===== config.mk =====
export PLATFORM = sky130hd
export DESIGN_NAME = pwm_measure
export DESIGN_NICKNAME = d
export VERILOG_FILES = /design/src/rtl/pwm_measure.sv
export SDC_FILE = /design/constraint.sdc
export NUM_CORES = 1
export LEC_CHECK = 0
export CORE_ASPECT_RATIO = 1.2
export CORE_MARGIN = 3
export CORE_UTILIZATION = 40
export CTS_CLUSTER_DIAMETER = 150
export DETAILED_ROUTE_END_ITERATION = 10
export GPL_TIMING_DRIVEN = 0
export PLACE_DENSITY = 0.6
export SYNTH_ARGS = -nofsm -noshare
export SYNTH_HDL_FRONTEND = slang
export SYNTH_SLANG_ARGS = --single-unit
export TNS_END_PERCENT = 10

===== constraint.sdc =====
create_clock -name clkCore -period 6.7 [get_ports clkCore]
set_input_delay 1.005 -clock clkCore [delete_from_list [all_inputs] [get_ports clkCore]]
set_output_delay 1.005 -clock clkCore [all_outputs]
set_load 0.01 [all_outputs]

===== src/rtl/pwm_measure.sv =====
// Measures high time and rising-to-rising period of an asynchronous PWM input in core-clock
// cycles, and flags stuck-line and counter-saturation conditions.
module pwm_measure #(
    parameter int CNT_W       = 16,
    parameter int SYNC_STAGES = 2,
    parameter int TIMEOUT     = 50000
) (
    input  logic             clkCore,
    input  logic             reset_b,
    input  logic             en,
    input  logic             pwm_in,
    output logic [CNT_W-1:0] high_cnt,
    output logic [CNT_W-1:0] period_cnt,
    output logic             meas_valid,
    output logic             overflow,
    output logic             stuck,
    output logic             stuck_level
);

    typedef enum logic [1:0] {IDLE, ARM, HIGH, LOW} state_t;

    localparam logic [CNT_W-1:0] CNT_MAX   = {CNT_W{1'b1}};
    localparam logic [CNT_W-1:0] CNT_ONE   = CNT_W'(1);
    localparam logic [CNT_W-1:0] TIMEOUT_C = CNT_W'(TIMEOUT);

    logic [SYNC_STAGES-1:0] sync_q;
    logic                   s, prev, rise, fall, edge_seen, timeout_hit;

    state_t           state, state_n;
    logic [CNT_W-1:0] hcnt, hcnt_n, pcnt, pcnt_n, tcnt, tcnt_n, tcnt_inc;
    logic             sat, sat_n;
    logic [CNT_W-1:0] high_n, period_n;
    logic             valid_n, ovf_n, stuck_n, level_n;

    function automatic logic [CNT_W-1:0] sat_inc(input logic [CNT_W-1:0] v);
        return (v == CNT_MAX) ? v : v + CNT_ONE;
    endfunction

    always_ff @(posedge clkCore or negedge reset_b) begin
        if (!reset_b) begin
            sync_q <= '0;
        end else begin
            sync_q <= {sync_q[SYNC_STAGES-2:0], pwm_in};
        end
    end

    assign s = sync_q[SYNC_STAGES-1];

    always_ff @(posedge clkCore or negedge reset_b) begin
        if (!reset_b) prev <= 1'b0;
        else          prev <= s;
    end

    assign rise        = s & ~prev;
    assign fall        = ~s & prev;
    assign edge_seen   = rise | fall;
    assign tcnt_inc    = sat_inc(tcnt);
    assign timeout_hit = (state != IDLE) && !edge_seen && (tcnt_inc == TIMEOUT_C);

    always_comb begin
        state_n  = state;
        hcnt_n   = hcnt;
        pcnt_n   = pcnt;
        tcnt_n   = tcnt;
        sat_n    = sat;
        high_n   = high_cnt;
        period_n = period_cnt;
        valid_n  = 1'b0;
        ovf_n    = overflow;
        stuck_n  = stuck;
        level_n  = stuck_level;

        if (!en) begin
            // Disable wins over any edge or timeout; published results are kept.
            state_n = IDLE;
            hcnt_n  = '0;
            pcnt_n  = '0;
            tcnt_n  = '0;
            sat_n   = 1'b0;
        end else begin
            tcnt_n = edge_seen ? '0 : tcnt_inc;
            case (state)
                IDLE: begin
                    state_n = ARM;
                    hcnt_n  = '0;
                    pcnt_n  = '0;
                    tcnt_n  = '0;
                    sat_n   = 1'b0;
                end
                ARM: begin
                    if (rise) begin
                        hcnt_n  = CNT_ONE;
                        pcnt_n  = CNT_ONE;
                        sat_n   = 1'b0;
                        stuck_n = 1'b0;
                        state_n = HIGH;
                    end
                end
                HIGH: begin
                    pcnt_n = sat_inc(pcnt);
                    if (fall) state_n = LOW;
                    else      hcnt_n  = sat_inc(hcnt);
                end
                default: begin
                    if (rise) begin
                        high_n   = hcnt;
                        period_n = pcnt;
                        ovf_n    = sat;
                        valid_n  = 1'b1;
                        hcnt_n   = CNT_ONE;
                        pcnt_n   = CNT_ONE;
                        sat_n    = 1'b0;
                        state_n  = HIGH;
                    end else begin
                        pcnt_n = sat_inc(pcnt);
                    end
                end
            endcase

            if ((state == HIGH || state == LOW) && pcnt_n == CNT_MAX) sat_n = 1'b1;

            // A timeout can only fire on an edge-free cycle, so it never collides with a publish.
            if (timeout_hit) begin
                stuck_n = 1'b1;
                level_n = s;
                state_n = ARM;
                hcnt_n  = '0;
                pcnt_n  = '0;
                tcnt_n  = '0;
                sat_n   = 1'b0;
            end
        end
    end

    always_ff @(posedge clkCore or negedge reset_b) begin
        if (!reset_b) begin
            state       <= IDLE;
            hcnt        <= '0;
            pcnt        <= '0;
            tcnt        <= '0;
            sat         <= 1'b0;
            high_cnt    <= '0;
            period_cnt  <= '0;
            meas_valid  <= 1'b0;
            overflow    <= 1'b0;
            stuck       <= 1'b0;
            stuck_level <= 1'b0;
        end else begin
            state       <= state_n;
            hcnt        <= hcnt_n;
            pcnt        <= pcnt_n;
            tcnt        <= tcnt_n;
            sat         <= sat_n;
            high_cnt    <= high_n;
            period_cnt  <= period_n;
            meas_valid  <= valid_n;
            overflow    <= ovf_n;
            stuck       <= stuck_n;
            stuck_level <= level_n;
        end
    end

endmodule


# Word-level counts from Yosys, hierarchy flattened
# Index checks and enable logic that the tools add are counted.
[word_totals]
input_bits = 4
regBits = 90
output_inout_bits = 36
wordCells = 85
[op_classes]
n_reduce_logical = 16
bitwise_logic = 6
eq_ne = 14
muxes = 33
addsub = 3
[ops]
columns = ["operator", "count"]
rows = [
  ["2-to-1 mux 16 bit", 16],
  ["equality test 16 bit, second input constant", 5],
  ["adder 16 x 1 -> 16 bit, second input constant", 3],
  ["case mux 16 bit (3 select lines)", 1],
  ["case mux 16 bit (2 select lines)", 1],
  ["inequality test 4 bit, second input constant", 3],
  ["inequality test 5 x 1 -> 1 bit, second input constant", 2],
  ["2-to-1 mux 1 bit", 9],
  ["AND reduction 3 bit", 3],
  ["2-to-1 mux 2 bit", 4],
  ["AND reduction 2 bit", 3],
  ["nonzero test 2 bit", 3],
  ["equality test 2 bit, second input constant", 2],
  ["inequality test 4 x 3 -> 1 bit, second input constant", 1],
  ["case mux 2 bit (2 select lines)", 1],
  ["logical AND 1 bit", 3],
  ["NOT 1 bit", 3],
  ["OR reduction 3 bit", 1],
  ["bitwise AND 1 bit", 2],
  ["equality test 2 x 1 -> 1 bit, second input constant", 1],
  ["zero test 2 bit", 1],
  ["case mux 1 bit (2 select lines)", 1],
  ["zero test 1 bit", 1],
  ["logical OR 1 bit", 1],
  ["bitwise OR 1 bit", 1],
]

# Depth between registers and ports, before layout
[logic_depth]
ltp_word = 10
depth_mapped = 10
mapped_depth_nobuf = 9

# Worst setup path before layout
# No wires, ideal clock.
[synth_path]
path_kind = "reg-to-reg"
start = "reg pcnt[0]"
end = "reg sat"
period_less_slack_ns = 2.400
arrival_ns = 2.322
path_stages_with_launch = 10
t_required_ns = 6.623
setup_slack_ns = 4.300
setup_ns = 0.077
n_path_buf = 1
path_cell_list = "dfrtp_1 > ha_1 > nand4_2 > or4_1 > buf_2 > a2111oi_4 > nand4b_1 > nor4_1 > nand4b_1 > a21oi_1"
[synth_via]
elab_chain_cells = 10
elab_cells_between_ends = 15
cone_classes = "add/sub: 1; eq/ne: 4; mux: 8; reduce/logical: 2"
[synth_rtl]
columns = ["item", "line_no", "rtl"]
rows = [
  ["start: declaration", "30", "logic [CNT_W-1:0] hcnt, hcnt_n, pcnt, pcnt_n, tcnt, tcnt_n, tcnt_inc;"],
  ["start signal: assignment", "151", "pcnt <= pcnt_n;"],
  ["adder 16 x 1 -> 16 bit / equality test 16 bit (equally long branches)", "36", "return (v == CNT_MAX) ? v : v + CNT_ONE;"],
  ["2-to-1 mux 16 bit", "36", ""],
  ["2-to-1 mux 16 bit", "105", "if (rise) begin"],
  ["case mux 16 bit (3 select lines) *", "82", "case (state)"],
  ["2-to-1 mux 16 bit *", "73", "if (!en) begin"],
  ["equality test 16 bit *", "120", "if ((state == HIGH || state == LOW) && pcnt_n == CNT_MAX) sat_n = 1'b1;"],
  ["logical AND 1 bit *", "120", ""],
  ["2-to-1 mux 1 bit", "120", ""],
  ["2-to-1 mux 1 bit", "123", "if (timeout_hit) begin"],
  ["2-to-1 mux 1 bit", "73", ""],
  ["end signal: assignment", "153", "sat <= sat_n;"],
  ["end: declaration", "31", "logic sat, sat_n;"],
]
# Mark *: on every way between the ends. The rest lies on a longest branch, timed or not. The select of a mux whose other input is x is not followed.
# A chain may end at the register's enable or synchronous reset.

# Worst setup path after layout
# Same ends and word-level chain as after synthesis.

==> results.json <==
{
  "die_x_um": 106,
  "cts_resized": 0,
  "setup.worst_path.start_class": "register",
  "path_clk_slew_ps": 60,
  "grt_pass1_wl_mm": 19.4,
  "cts_buffers": 9,
  "drive_above_1_share_pct": 15.1,
  "worstSetupEndpointType": "register",
  "vias_per_cell": 5.74,
  "drt-initial-drc-count": 193,
  "diodes": 0,
  "worst_path_max_delay_cell": "or4_1",
  "finalCritPeriodShare_pct": 42.7,
  "crit_top_cell": "nand4b_1",
  "syn_inst": 460,
  "reg2reg_depth": 9,
  "power_mw": 1.11,
  "clock_sinks": 90,
  "n_fill_cell": 1103,
  "skew_ps": 5.83,
  "final-setup-viol-count": 0,
  "slowest_delay_ps": 560,
  "fin_crit_ps": 2860,
  "synth_edf_count": 0,
  "ys_types": 60,
  "status": "completed",
  "yosysSeqAreaShare_pct": 47.3,
  "wl_per_cell_um": 16.8,
  "drcViolationCount": 0,
  "detailed_place_hpwl_mm": 8.14,
  "cts_tree": "yes",
  "layout.nets": 519,
  "power_density_mw_per_mm2": 196,
  "cap_viol_max_count": 0,
  "fp.dieArea_mm2": 0.0132,
  "num_rows": 43,
  "cts_hold_buf": 0,
  "hold_viol_final": 0,
  "slew_headroom_pct": 49.2,
  "syn_area_mm2": 0.00476,
  "place_inst": 656,
  "yosys_warnings": 0,
  "fmax_mhz": 350,
  "post-cts-setup-buffer-count": 0,
  "cpLargestDelayFamily": "simple AND/OR/NAND/NOR gates",
  "grt_pass1_vias": 3861,
  "synth_ff_type": "dfrtp_1",
  "grt.total_usage_pct": 18.1,
  "floorplan.initialDensity_pct": 41.1,
  "endpoint": "sat$_DFFE_PN0P_",
  "critical_path_class": "reg2reg",
  "leakage_nw": 2.33,
  "core_mm2": 0.0116,
  "areaGrowthSynthToFinish_pct": 18.9,
  "syn_nets": 469,
  "antenna_found_initial": 0,
  "portBuffers": 38,
  "htree_levels": 3,
  "worstSetupStartpoint": "pcnt[0]$_DFF_PN0_",
  "wirelength_mm": 11.3,
  "synthArstFlopShare_pct": 100,
  "path_buf_inv": 1,
  "path_cells": "ha_1, nand4_2, or4_1, buf_2, a2111oi_4, nand4b_1, nor4_1, nand4b_1, a21oi_1",
  "via_count": 3856,
  "synth_area_per_cell_um2": 10.3,
  "grt_max_degree": 51,
  "r2r-end": "sat$_DFFE_PN0P_",
  "path_max_fanout": 7,
  "r2r_setup_slack_ps": 3840,
  "cts_buffer_depth": 2,
  "required_ps": 6960,
  "pin_count": 40,
  "hp-class": "reg2reg",
  "synth_seq_cells": 90,
  "final_cell_mix": "90 x dfrtp_1, 37 x clkdlybuf4s50_1, 36 x nand2_1",
  "tightest_slew_ps": 763,
  "postRouteAntennaNets": 0,
  "rr_startpoint": "pcnt[0]$_DFF_PN0_",
  "crit_arrival_ps": 3120,
  "drt_first_pass_iters": 4,
  "place_congestion": 0.908,
  "clk_latency_ps": 340,
  "finalSetupTns_ps": 0,
  "grt_overflow": 0,
  "final_common_cell": "dfrtp_1",
  "peakVddDrop_uv": 105,
  "crit_cells": 9,
  "drv_slew": 0,
  "cts-root-buf": "clkbuf_16",
  "stdcell_count": 672,
  "whs_ps": 353,
  "die_h_um": 125,
  "grt_setup_unrepaired": "no"
}
-- area by class of cell --
type / instances / area, um^2 / share of cell area, %
multi-input cells: 338 / 2340 / 41.3
flip-flops and latches: 90 / 2250 / 39.8
repair buffers: 39 / 405 / 7.17
clock buffers: 9 / 225 / 3.98
well taps: 157 / 196 / 3.47
plain buffers: 23 / 135 / 2.39
clock inverters: 7 / 70.1 / 1.24
inverters: 9 / 33.8 / 0.597
-- layer usage --
layer / track usage, % / routed length, um / vias to the layer above
met2: 29.1 / 5400 / 105
met5: 0 / 0 / -
met1: 23.6 / 5100 / 1888
met3: 2.17 / 427 / 34
met4: 10.2 / 385 / 0
li1: - / - / 1829
-- Yosys cell counts (all sizes together) (2+ instances only) --
master	count	area share (%)
dfrtp	90	47
nand2	37	3.1
mux2	33	7.9
nor2	30	2.4
nor3	29	3.1
a21oi	25	2.6
o21ai	22	2.3
nand3	20	2.1
a311oi	13	2.4
clkbuf	13	1.0
nor4	13	2.3
and3	11	1.4
mux2i	11	2.3
nand4	11	2.2
buf	10	1.8
or3	10	1.4
inv	9	0.71
a211oi	6	0.95
xnor2	6	1.1
ha	5	1.3
xor2	5	0.92
nor2b	4	0.53
or4	4	0.63
and4	3	0.55
nand2b	3	0.39
nand4b	3	0.55
o211ai	3	0.47
a21o	2	0.32
a31oi	2	0.26
a41oi	2	0.37
and2	2	0.26
and2b	2	0.32
o21bai	2	0.32
o31ai	2	0.32
-- flip-flops by register name, indices dropped and copies added (netlist names) --
signal,count
high_cnt,16
stuck_level,1
prev,1
sat,1
pcnt,16
tcnt,16
stuck,1
sync_q,2
meas_valid,1
period_cnt,16
overflow,1
hcnt,16
state,2
-- how the worst min path moves through the flow --
stage	startpoint	to	slack [ps]	cells after the start
after floorplan	sync_q[0]$_DFF_PN0_	sync_q[1]$_DFF_PN0_	330	0
after global placement	sync_q[0]$_DFF_PN0_	sync_q[1]$_DFF_PN0_	340	0
after detailed placement	sync_q[0]$_DFF_PN0_	sync_q[1]$_DFF_PN0_	340	0
after CTS	sync_q[0]$_DFF_PN0_	sync_q[1]$_DFF_PN0_	360	0
after global routing	sync_q[0]$_DFF_PN0_	sync_q[1]$_DFF_PN0_	380	0
final	sync_q[0]$_DFF_PN0_	sync_q[1]$_DFF_PN0_	350	0
-- through the flow --
| step | utilization (%) | instance area (um^2) | setup WS [ps] |
|---|---|---|---|
| final | 48.9 | 5650 | 3840 |
| after global placement | 46.1 | 5330 | 1390 |
| after floorplan | - | 4760 | 4300 |
| after global routing | 48.9 | 5650 | 3580 |
| after detailed placement | 46.3 | 5360 | 3870 |
| after CTS | 48.9 | 5650 | 3850 |
-- power breakdown --
part	switching, mW	internal [mW]	leakage, nW
Sequential	0.00388	0.547	1.25
Combinational	0.0436	0.0168	0.953
Clock	0.208	0.287	0.133
Total	0.256	0.851	2.33
-- cell families (layout without fill, tap and decap cells) --
group                      after synthesis  after routing  synth area share (%)
muxes                                   44             44                  10.2
buffers and inverters                   32             87                  3.55
DFF                                     90             90                  47.3
adders and majority gates                5              5                  1.32
and+or+nand+nor                        188            188                  22.5
AOI/OAI and AO/OA                       90             90                  13.1
xor gates and xnor gates                11             11                  2.03
No activity file was read; power rests on OpenSTA's default activity.
